==> src/rtl/alu_arbiter.sv <==
// Two-requester front end for one shared 4-bit ALU: grants one operation at a time, runs it, and holds the result until taken.
// Optional build macro ALU_ARB_FIXED_PRIO_EN selects fixed priority (requester 0 first) instead of round-robin.
module alu_arbiter #(
    parameter int EXEC_CYCLES = 1
) (
    input  logic       clk,
    input  logic       rst_n,
    input  logic [1:0] req_valid,
    output logic [1:0] req_ready,
    input  logic [5:0] req_op,
    input  logic [7:0] req_a,
    input  logic [7:0] req_b,
    output logic [1:0] rsp_valid,
    input  logic [1:0] rsp_ready,
    output logic [3:0] rsp_res,
    output logic [2:0] rsp_flags,
    output logic [2:0] alu_fnselec,
    output logic [3:0] alu_a,
    output logic [3:0] alu_b,
    input  logic [3:0] alu_res,
    input  logic       alu_carry,
    input  logic       alu_overflow,
    input  logic       alu_zero,
    output logic       busy
);

    typedef enum logic [1:0] {IDLE, EXEC, RESP} state_t;

    localparam logic [3:0] LAST_CNT = 4'(EXEC_CYCLES - 1);

    state_t     state;
    logic [3:0] cnt;
    logic       gnt;
    logic       grant_sel;
`ifndef ALU_ARB_FIXED_PRIO_EN
    logic       last;
`endif

    // grant_sel: index of the requester that wins if a grant happens this cycle
    always_comb begin
        grant_sel = 1'b0;
`ifdef ALU_ARB_FIXED_PRIO_EN
        grant_sel = ~req_valid[0];
`else
        if (req_valid == 2'b11)
            grant_sel = ~last;
        else
            grant_sel = req_valid[1];
`endif
    end

    // Acceptance is combinational so the handshake completes in the grant cycle; held low during reset.
    always_comb begin
        req_ready = 2'b00;
        if (rst_n && state == IDLE && |req_valid)
            req_ready = grant_sel ? 2'b10 : 2'b01;
    end

    always_ff @(posedge clk or negedge rst_n) begin
        if (!rst_n) begin
            state       <= IDLE;
            cnt         <= 4'd0;
            gnt         <= 1'b0;
`ifndef ALU_ARB_FIXED_PRIO_EN
            last        <= 1'b1;
`endif
            rsp_valid   <= 2'b00;
            rsp_res     <= 4'd0;
            rsp_flags   <= 3'd0;
            alu_fnselec <= 3'd0;
            alu_a       <= 4'd0;
            alu_b       <= 4'd0;
            busy        <= 1'b0;
        end else begin
            case (state)
                IDLE: begin
                    if (|req_valid) begin
                        gnt         <= grant_sel;
                        alu_fnselec <= grant_sel ? req_op[5:3] : req_op[2:0];
                        alu_a       <= grant_sel ? req_a[7:4]  : req_a[3:0];
                        alu_b       <= grant_sel ? req_b[7:4]  : req_b[3:0];
                        cnt         <= 4'd0;
                        busy        <= 1'b1;
                        state       <= EXEC;
                    end
                end
                EXEC: begin
                    if (cnt == LAST_CNT) begin
                        rsp_res   <= alu_res;
                        rsp_flags <= {alu_carry, alu_overflow, alu_zero};
                        rsp_valid <= gnt ? 2'b10 : 2'b01;
                        cnt       <= 4'd0;
                        state     <= RESP;
                    end else begin
                        cnt <= cnt + 4'd1;
                    end
                end
                RESP: begin
                    // only the granted requester's rsp_ready completes the transaction
                    if (rsp_ready[gnt]) begin
                        rsp_valid   <= 2'b00;
                        alu_fnselec <= 3'd0;
                        alu_a       <= 4'd0;
                        alu_b       <= 4'd0;
                        busy        <= 1'b0;
`ifndef ALU_ARB_FIXED_PRIO_EN
                        last        <= gnt;
`endif
                        state       <= IDLE;
                    end
                end
                default: state <= IDLE;
            endcase
        end
    end

endmodule

==> config.mk <==
export PLATFORM = sky130hd
export DESIGN_NAME = alu_arbiter
export DESIGN_NICKNAME = d
export VERILOG_FILES = /design/src/rtl/alu_arbiter.sv
export SDC_FILE = /design/constraint.sdc
export NUM_CORES = 1
export LEC_CHECK = 0
export BUFFER_PORTS_ARGS = -buffer_cell sky130_fd_sc_hd__buf_2
export CELL_PAD_IN_SITES_DETAIL_PLACEMENT = 1
export CELL_PAD_IN_SITES_GLOBAL_PLACEMENT = 2
export CORE_MARGIN = 4
export CORE_UTILIZATION = 31
export CTS_BUF_LIST = sky130_fd_sc_hd__clkbuf_8 sky130_fd_sc_hd__clkbuf_16
export CTS_CLUSTER_SIZE = 16
export DETAILED_ROUTE_END_ITERATION = 10
export GPL_ROUTABILITY_DRIVEN = 0
export PLACE_DENSITY = 0.94
export RECOVER_POWER = 25
export SYNTH_ARGS = -nofsm -noshare
export SYNTH_HDL_FRONTEND = slang
export SYNTH_SLANG_ARGS = --single-unit
==> constraint.sdc <==
create_clock -name clk -period 4.6 [get_ports clk]
set_input_delay 0.23 -clock clk [delete_from_list [all_inputs] [get_ports clk]]
set_output_delay 0.23 -clock clk [all_outputs]
set_load 0.01 [all_outputs]
# Yosys cells after proc, flatten, opt, wreduce, memory -nomap -nowiden
# Cells that the tools add are included.
[classes]
add_sub_neg = 1
order_cmp = 1
eq_ne = 6
mux = 29
bitwise_logic = 1
n_reduce_logical = 15
[op_table]
columns = ["cell", "n"]
rows = [
  ["$mux 4", 7],
  ["$pmux 4 s2", 3],
  ["$mux 2", 7],
  ["$mux 3", 3],
  ["$reduce_and 3->1", 3],
  ["$reduce_and 2->1", 4],
  ["$pmux 2 s3", 1],
  ["$pmux 3 s2", 1],
  ["$reduce_bool 2->1", 3],
  ["$mux 1", 5],
  ["$add 4x1->4 const B", 1],
  ["$eq 2x2->1 const B", 2],
  ["$logic_not 4->1", 1],
  ["$ne 2x2->1 const B", 2],
  ["$pmux 2 s2", 1],
  ["$eq 2x1->1 const B", 1],
  ["$logic_and 1x1->1", 2],
  ["$logic_not 2->1", 1],
  ["$lt 1x2->1 const B", 1],
  ["$ne 2x1->1 const B", 1],
  ["$pmux 1 s2", 1],
  ["$reduce_or 2->1", 1],
  ["$not 1->1", 1],
]
[totals]
regBits = 29
input_bits = 35
output_inout_bits = 23
elab_cells = 64

# Longest topological paths before layout
# Gate-level depths: netlist (run 1).
[depth]
word_depth = 5
depth_mapped = 7
depth_no_buf = 5

# Least setup slack after synthesis (run 1)
# OpenSTA, ideal clock, no wires.
[synth_timing]
path_type = "register to register"
from = "register cnt[0]"
to = "register rsp_flags[0]"
setup_ps = 125
arrival_time_ps = 1670
required_ps = 4475
setup_slack_ps = 2805
stages_incl_launch_ff = 8
path_buffers = 2
period_less_slack_ps = 1795
cell_sequence = "dfrtp_1 > inv_1 > ha_1 > or3b_1 > buf_2 > or2_1 > buf_6 > mux2_4"
[synth_via]
elab_chain_len = 2
[synth_lines]
columns = ["element", "line_no", "text"]
rows = [
  ["start: declaration", "32", "logic [3:0] cnt;"],
  ["start signal: assignment", "95", "cnt <= cnt + 4'd1;"],
  ["$logic_not 4->1", "88", "if (cnt == LAST_CNT) begin"],
  ["$reduce_and 2->1 (no source line)", "n/a", ""],
  ["end signal: assignment", "90", "rsp_flags <= {alu_carry, alu_overflow, alu_zero};"],
  ["end: declaration", "16", "output logic [2:0] rsp_flags,"],
]
# No other way between the ends.
# A chain may end at the register's enable or synchronous reset.

# Worst setup path in the final report (run 1)
[layout_timing]
from = "input port rst_n"
to = "output port req_ready[1]"
[layout_via]
elab_chain_len = 3
[layout_lines]
columns = ["element", "line_no", "text"]
rows = [
  ["start: declaration", "7", "input logic rst_n,"],
  ["$logic_and 1x1->1 (2 in a row)", "55", "if (rst_n && state == IDLE && |req_valid)"],
  ["$mux 2", "55", ""],
  ["end: declaration", "9", "output logic [1:0] req_ready,"],
]
# No other way between the ends.

==> results of run 1 <==
==> layout by cell type, fill, tap and decap left out, drive strengths merged <==
master	n
nand3b	2
a21oi	2
or3b	1
nor3	1
nand2b	3
o21ai	16
or2	1
dfrtp	28
o21a	1
nor3b	1
inv	7
mux2	8
clkbuf	6
and3	1
nand3	1
buf	56
nor2b	2
dfstp	1
a311oi	1
a21boi	1
mux2i	24
a31oi	2
o22ai	2
nor2	4
ha	2
a22o	1
nand2	7
==> through the flow <==
| step | power (W) | instance area (sq um) |
|---|---|---|
| final | 0.00125 | 1830 |
| after global routing | 0.00135 | 1830 |
| after CTS | 0.00128 | 1830 |
| after detailed placement | 0.00108 | 1750 |
| after global placement | 0.00105 | 1750 |
| after floorplan | 0.000888 | 1440 |
==> registers in the layout (all words and copies together) (netlist names) <==
signal and count:
alu_a 4, alu_b 4, alu_fnselec 3, busy 1
cnt 4, gnt 1, last 1, rsp_flags 3
rsp_res 4, rsp_valid 2, state 2
==> where the power goes <==
part | total [W] | internal, W | switching (W)
registers | 0.000470 | 0.000382 | 0.0000881
logic | 0.000590 | 0.000286 | 0.000303
clock network | 0.000187 | 0.000100 | 0.0000863
==> routing by layer <==
layer	wire [um]	vias to the layer above	track usage, %
met5	0	-	0
li1	-	559	-
met3	186	4	4.14
met4	48	0	5.77
met1	1490	560	15.0
met2	1920	29	23.0
==> final timing paths <==
check                                         start                         end  slack (ns)  cells past startpoint
min reg2reg                rsp_flags[0]$_DFFE_PN0P_    rsp_flags[0]$_DFFE_PN0P_        0.50                      1
min in group asynchronous                     rst_n          cnt[0]$_DFFE_PN0P_        0.38                      1
max reg2reg                         gnt$_DFFE_PN0P_    rsp_valid[0]$_DFFE_PN0P_        2.60                      3
max in group asynchronous                     rst_n  alu_fnselec[1]$_DFFE_PN0P_        3.27                      1
max                                           rst_n                req_ready[1]        2.51                      3
min                                    alu_overflow    rsp_flags[1]$_DFFE_PN0P_        0.19                      2
==> worst max-delay path, stage by stage <==
cell and delay (ns):
clkbuf_1 1.17, and3_1 0.31, buf_2 0.14
==> final cells by class <==
class / instances / area share (%)
Sequential cell: 29 / 39.7
Multi-Input combinational cell: 84 / 36.0
Timing Repair Buffer: 57 / 15.5
Clock buffer: 5 / 3.76
Tap cell: 52 / 3.55
Inverter: 4 / 0.820
Clock inverter: 3 / 0.615
==> cells by family (layout without fill, tap and decap cells) <==
kind of cell	count (synthesis)	in the layout	synth area share, %
compound gates	26	26	10.5
fa+ha+maj	2	2	1.74
buf+inv	11	69	3.65
simple gates	24	24	8.78
mux	32	32	24.8
flops	29	29	50.5
==> results.ini, run 1 <==
[status]
status = finished with violations
violations = max-capacitance violations, max-slew violations

[placed_design]
dpl.hpwl_um = 2790
place_inst = 226
post-place-ws_ns = 2.62
port_buffers = 57

[synth]
synth_edf_count = 0
synth_most_common_cell = dfrtp_1
synthCells = 124
synth_top_area_share_pct = 48.7
synthTopCellsByArea = dfrtp_1, mux2i_1, mux2_4
synth_area_leader_cell = dfrtp_1
ys_types = 29
synth_async_sr_flop_share_pct = 100
ys_ff_latch = 29
syn_area_sq_um = 1440
synth-main-ff-cell = dfrtp_1
synth_common_cells = dfrtp_1, mux2i_1, o21ai_0, mux2_4, nand2_1
ys_warn_count = 0
synth_nets = 161
yosysSeqAreaShare_pct = 50.5
synth_area_per_cell_sq_um = 11.6

[sta]
final.setup.worst_slack_ns = 2.51
period_minus_slack_ns = 2.09
skew_ns = 0.00278
grt_setup_unrepaired = no
slew-limit-headroom_pct = -9.94
clock.fmax_mhz = 478
finalSetupTns_ns = 0
finalSetupViolCount = 0
finalCritPeriodShare_pct = 45.5
finalHoldViolations = 0
report.final.slew_viol_count = 32
whs_ns = 0.191
worstMarginPinSlew_ns = 1.65

[routing]
drc = 0
drtIter0Drc = 22
drtPass1Iterations = 4
totalWireLength_um = 3650
ant_nets = 0
wl_per_cell_um = 15.6
via_count = 1152
vias_per_cell = 4.92

[power_and_ir_drop]
powerDensity_nw_per_um2 = 681
ir_drop_v = 0.000217
p_leak_nw = 0.930

[clock_network]
cts_tree = yes
htree_levels = 2
cts-root-buf = clkbuf_8
cts_setup_buffers = 0
clk_latency_ns = 0.27
path_clk_slew_ns = 0.06
ctsHoldBuffers = 0
cts.sinks = 29
cts_buffer_depth = 2
numCtsBuffers = 5
post_cts_resized = 0

[setup_path]
crit_required_ns = 4.37
crit_arrival_ns = 1.86
critPathLaunchType = primary input
cp_max_fo = 31
setup.worst_path.class = primary input to primary output
cp-end-kind = primary output

[cells_and_area]
layout-drive-gt1-share_pct = 39.0
area_growth_pct = 27.2
fin_util_pct = 41.5
register_area_sq_um = 727
antenna_cells = 0
num-nets-final = 218
multiInputGateArea_sq_um = 659
stdcell_count = 234
fillers = 533

[floorplan]
rows = 24
core_area_sq_um = 4410
io_pins = 58
start_util_pct = 32.6
die_y_um = 76.1
die_w_um = 76.1
dieArea_sq_um = 5800

[global_routing]
grt_pass1_vias = 1255
antenna_found_initial = 0
track_usage_pct = 13.3
grt-ovfl-total = 0
grt_max_degree = 32
grt_pass1_wl_um = 6240

[min_path]
hp-class = primary input to register

[run]
drv_cap = 1

(Power assumes the default switching activity.)
==> run 2, diff against run 1 <==
Settings changed: ABC_AREA set to 1, CORE_UTILIZATION 31 to 26, PLACE_DENSITY 0.94 to 0.89.
Clock period 4.6 ns to 2 ns, I/O delays scaled along.
==> run 2 against run 1 <==
The flow now finishes without violations. Die area rose by 21%. Clock power increased to 2.5 times the previous value. Clock skew increased by 0.0017 ns. Synthesized cell count up 49%. Synthesized area increased by 3.9%. First-iteration DRC count grew 36%. Combinational power increased by 100%. Critical endpoint is now req_ready[0]. Largest cell class unchanged.
==> results.ini, run 2 <==
[status]
status = finished, final reports clean

[routing]
drtPass1Iterations = 4
ant_nets = 0
totalWireLength_um = 4070
wl_per_cell_um = 12.7
vias_per_cell = 4.37
drtIter0Drc = 30
via_count = 1399
drc = 0

[sta]
report.final.slew_viol_count = 0
finalSetupTns_ns = 0
finalHoldViolations = 0
skew_ns = 0.00451
worstMarginPinSlew_ns = 0.715
finalSetupViolCount = 0
slew-limit-headroom_pct = 52.3
period_minus_slack_ns = 1.70
finalCritPeriodShare_pct = 85.0
clock.fmax_mhz = 588
whs_ns = 0.0118
grt_setup_unrepaired = no

[cells_and_area]
num-nets-final = 284
fillers = 733
area_growth_pct = 30.1
layout-drive-gt1-share_pct = 31.9
antenna_cells = 0
layout_common_cells = nand2_1, buf_2, dfrtp_1
layout_commonest_cell = nand2_1
stdcell_count = 320

[clock_network]
clk_latency_ns = 0.28
htree_levels = 2
numCtsBuffers = 5
cts.sinks = 29
cts_tree = yes
path_clk_slew_ns = 0.06
cts-root-buf = clkbuf_8
cts_buffer_depth = 2
ctsHoldBuffers = 3
post_cts_resized = 0
cts_setup_buffers = 0

[global_routing]
grt_max_degree = 30
grt-ovfl-total = 0
antenna_found_initial = 0
grt_pass1_wl_um = 7090
grt_pass1_vias = 1494
track_usage_pct = 12.9

[power_and_ir_drop]
internal-power_w = 0.00153
ir_drop_v = 0.000446
seq_power_share_pct = 37.7
powerDensity_nw_per_um2 = 1380
p_leak_nw = 1.10
swShare_pct = 43.0
p_clk_share_pct = 17.6
switching_power_w = 0.00116
comb_power_share_pct = 44.7

[floorplan]
core_area_sq_um = 5540
rows = 27
io_pins = 58
dieArea_sq_um = 7030
die_y_um = 83.8
die_w_um = 83.8
start_util_pct = 27.0

[synth]
synth_most_common_cell = nand2_1
synth_area_leader_cell = dfrtp_1
synthTopCellsByArea = dfrtp_1, nand2_1, nand3_1
synth_nets = 222
synth_async_sr_flop_share_pct = 100
syn_area_sq_um = 1500
synth_top_area_share_pct = 46.9
synth-main-ff-cell = dfrtp_1
ys_types = 23
yosysSeqAreaShare_pct = 48.6
ys_warn_count = 0
synth_area_per_cell_sq_um = 8.08
synth_common_cells = nand2_1, dfrtp_1, nand3_1, inv_1, nand3b_1
ys_ff_latch = 29
synthCells = 185
synth_edf_count = 0

[setup_path]
rrSetupSlack_ns = 0.59
cp_max_fo = 12
reg2reg_depth = 6
crit_required_ns = 1.90
cp.depth = 5
timing.rr.end = rsp_res[1]$_DFFE_PN0P_
setup.worst_path.class = register to primary output
cp_top_family = flip-flops
critPathBufInv = 2
cp-end-kind = primary output
critPathLaunchType = register
worstPathCellList = nand2_1, nand2_1, inv_1, nor3_2, buf_2
r2r-start = cnt[0]$_DFFE_PN0P_
crit_top_cell = nand2_1
crit_arrival_ns = 1.60
slowest_delay_ns = 0.53
crit_path_top_delay_cell = dfstp_2

[min_path]
min_path_cells = 3
hp-class = primary input to register
min_from = alu_carry
min_to = rsp_flags[2]$_DFFE_PN0P_

[placed_design]
place_inst = 309
port_buffers = 57
dpl.hpwl_um = 3040

[run]
drv_cap = 0

## run 2: cell count changes in the layout (fill, tap and decap cells not counted), moves of 3 or more
cell           change
mux2i_1           -24
clkinv_2           +3
nand3b_1           +9
nand2_1           +61
o21ai_0           -13
nand2b_1           -3
dlygate4sd3_1      +3
nand3_2            +3
nand3_1           +26
inv_1             +11
mux2_4             -7
## run 2: worst min-delay path, cell delays in order
cell	delay [ns]
buf_2	0.08
nand2_1	0.04
nand2_1	0.05
## run 2: kinds of logic (layout without fill, tap and decap cells)
| logic type | count (synthesis) | count (layout) | share of synthesized area (%) |
|---|---|---|---|
| simple gates | 120 | 120 | 38.3 |
| buf+inv | 28 | 91 | 8.87 |
| compound gates | 5 | 5 | 1.92 |
| flops | 29 | 29 | 48.6 |
| fa+ha+maj | 2 | 2 | 1.67 |
| xor+xnor | 1 | 1 | 0.586 |
## run 2: how the worst max path moves through the flow
| stage | start | end | slack, ns |
|---|---|---|---|
| after floorplan | last$_DFFE_PN1P_ | alu_a[3]$_DFFE_PN0P_ | 0.90 |
| after global placement | cnt[0]$_DFFE_PN0P_ | rsp_flags[1]$_DFFE_PN0P_ | 0.59 |
| after detailed placement | last$_DFFE_PN1P_ | req_ready[0] | 0.56 |
| after CTS | last$_DFFE_PN1P_ | req_ready[0] | 0.23 |
| after global routing | last$_DFFE_PN1P_ | req_ready[0] | 0.13 |
| final | last$_DFFE_PN1P_ | req_ready[0] | 0.30 |
## run 2: area by class of cell
cell class	instances	area [sq um]	share of cell area (%)
tap	72	90.1	4.63
multi-input combinational	128	636	32.7
clock buffer	5	68.8	3.54
timing repair buffer	62	327	16.8
inverter	21	80.1	4.12
sequential	29	727	37.4
clock inverter	3	17.5	0.900
## run 2: metal layers
metal	part of all wire (%)	vias up	global-route usage [%]	routed length, um
li1	-	706	-	-
met1	42	639	14.4	1720
met2	48	46	21.5	1930
met3	7.8	8	4.44	316
met4	2.3	0	6.43	94
met5	0	-	0	0
## run 2: power groups by stage
stage,combinational (W),sequential (W),clock [W]
final,0.00120,0.00101,0.000473
after global routing,0.00141,0.00105,0.000522
after CTS,0.00125,0.00102,0.000496
after detailed placement,0.00124,0.00103,0
after global placement,0.00120,0.00102,0
after floorplan,0.000743,0.00111,0
## run 2: per-stage QoR
stage,power (W),setup WS (ns),instance area (sq um),utilization (%)
floorplan,0.00185,0.896,1500,-
global route,0.00298,0.131,1950,35.1
finish,0.00269,0.300,1950,35.1
CTS,0.00276,0.234,1950,35.2
detailed placement,0.00227,0.557,1830,33.1
global placement,0.00222,0.592,1830,33.1
==> run 3, diff against run 2 <==
Settings changed: CORE_UTILIZATION 26 to 24, PLACE_DENSITY 0.89 to 0.86.
Clock period 2 ns to 1.48 ns, I/O delays scaled along.
==> run 3 against run 2 <==
Wire length up 6.9%. Core utilization down 1.6 points. Worst hold slack lost 0.0065 ns. Highest routed layer unchanged.
==> results.ini, run 3 (same netlist as run 2, synthesis figures left out) <==
[routing]
ant_nets = 0
drtIter0Drc = 55
totalWireLength_um = 4350
via_count = 1407
drtPass1Iterations = 4
wl_per_cell_um = 13.4
vias_per_cell = 4.33
drc = 0

[min_path]
hp-class = primary input to register
min_from = alu_res[3]

[cells_and_area]
num-nets-final = 287
layout_commonest_cell = nand2_1
stdcell_count = 325
layout_common_cells = nand2_1, buf_2, nand3_1, dfrtp_1, inv_1
area_growth_pct = 34.4
layout-drive-gt1-share_pct = 33.6
antenna_cells = 0

[setup_path]
worstPathCellList = nand2_2, nand2_2, inv_2, nor3_4, buf_2
critPathLaunchType = register
setup.worst_path.class = register to primary output
crit_top_cell = nand2_2
r2r-start = cnt[0]$_DFFE_PN0P_
crit_required_ns = 1.41
cp-end-kind = primary output
crit_start = last$_DFFE_PN1P_
crit_path_top_delay_cell = dfstp_2
crit_arrival_ns = 1.34
cp_max_fo = 2
slowest_delay_ns = 0.54

[floorplan]
core_area_sq_um = 5990
io_pins = 58
start_util_pct = 25.0
dieArea_sq_um = 7560
die_w_um = 86.9
die_y_um = 86.9
rows = 28

[run]
drv_cap = 0

[clock_network]
cts_buffer_depth = 2
cts.sinks = 29
clk_latency_ns = 0.27
cts-root-buf = clkbuf_8
path_clk_slew_ns = 0.06
cts_tree = yes
htree_levels = 2
cts_setup_buffers = 0
numCtsBuffers = 5

[placed_design]
port_buffers = 57
dpl.hpwl_um = 3290
place_inst = 314

[global_routing]
grt_pass1_wl_um = 7180
grt-ovfl-total = 0
grt_pass1_vias = 1500
antenna_found_initial = 0
grt_max_degree = 30
track_usage_pct = 12.3

[sta]
finalCritPeriodShare_pct = 95.4
grt_setup_unrepaired = no
finalSetupViolCount = 0
finalSetupTns_ns = 0
report.final.slew_viol_count = 0
clock.fmax_mhz = 708
period_minus_slack_ns = 1.41
finalHoldViolations = 0
worstMarginPinSlew_ns = 0.752
slew-limit-headroom_pct = 49.8
skew_ns = 0.00444

[power_and_ir_drop]
ir_drop_v = 0.000525
p_leak_nw = 1.13
powerDensity_nw_per_um2 = 1870

[status]
status = finished, final reports clean

-- run 3: path summary, 6_finish.rpt --
kind	endpoint	slack [ns]	cells past startpoint
worst max-delay path	req_ready[0]	0.07	5
worst min-delay path	rsp_res[3]$_DFFE_PN0P_	0.005	3
worst max register to register	rsp_res[0]$_DFFE_PN0P_	0.16	6
worst min register to register	busy$_DFFE_PN0P_	0.48	2
max in group asynchronous	state[0]$_DFFE_PN0P_	0.42	3
min in group asynchronous	rsp_res[3]$_DFFE_PN0P_	0.54	3
-- run 3: cell type report --
type                            count  area [sq um]
Inverter                           21          80.1
Multi-Input combinational cell    128           669
Sequential cell                    29           728
Timing Repair Buffer               65           352
Clock inverter                      1          3.75
Clock buffer                        6          82.6
Fill cell                         756          3980
Tap cell                           75          93.8
-- run 3: repair_timing --
action / CTS / global route
endpoints found under the setup margin: 1 / 10
pin swaps: 0 / 2
gates cloned: 0 / 0
hold buffers: 4 / 0
hold endpoints to repair: 31 / 0
gates resized for setup: 2 / 7
-- run 3: per-layer routing --
layer / part of all wire, % / global-route usage (%)
met4: 1.4 / 4.25
met2: 52 / 22.5
met5: 0 / 0
met1: 42 / 14.1
met3: 4.8 / 2.46
-- run 3: per-stage QoR --
step | setup slack [ns] | cell area (sq um) | hold slack (ns) | util [%] | power (W)
detailed placement | 0.102 | 1850 | 0.145 | 30.9 | 0.00311
finish | 0.0685 | 2010 | 0.00529 | 33.5 | 0.00377
global route | 0.00755 | 2010 | 0.00877 | 33.5 | 0.00414
CTS | 0.00565 | 1990 | 0.00342 | 33.2 | 0.00381
global placement | 0.162 | 1850 | 0.130 | 30.9 | 0.00303
floorplan | 0.376 | 1500 | -0.222 | - | 0.00250
-- run 3: report_power, final --
part / internal [W] / switching (W) / total (W)
Combinational: 0.000646 / 0.00107 / 0.00172
Clock: 0.000361 / 0.000283 / 0.000644
Sequential: 0.00116 / 0.000241 / 0.00140
Total: 0.00217 / 0.00160 / 0.00377
-- run 3: worst max-delay path: cells and delay by family (launching register included) --
| family | cells | cell delay [ns] |
|---|---|---|
| flip-flops | 1 | 0.54 |
| AND/OR/NAND/NOR | 3 | 0.31 |
| buffers and inverters | 2 | 0.21 |
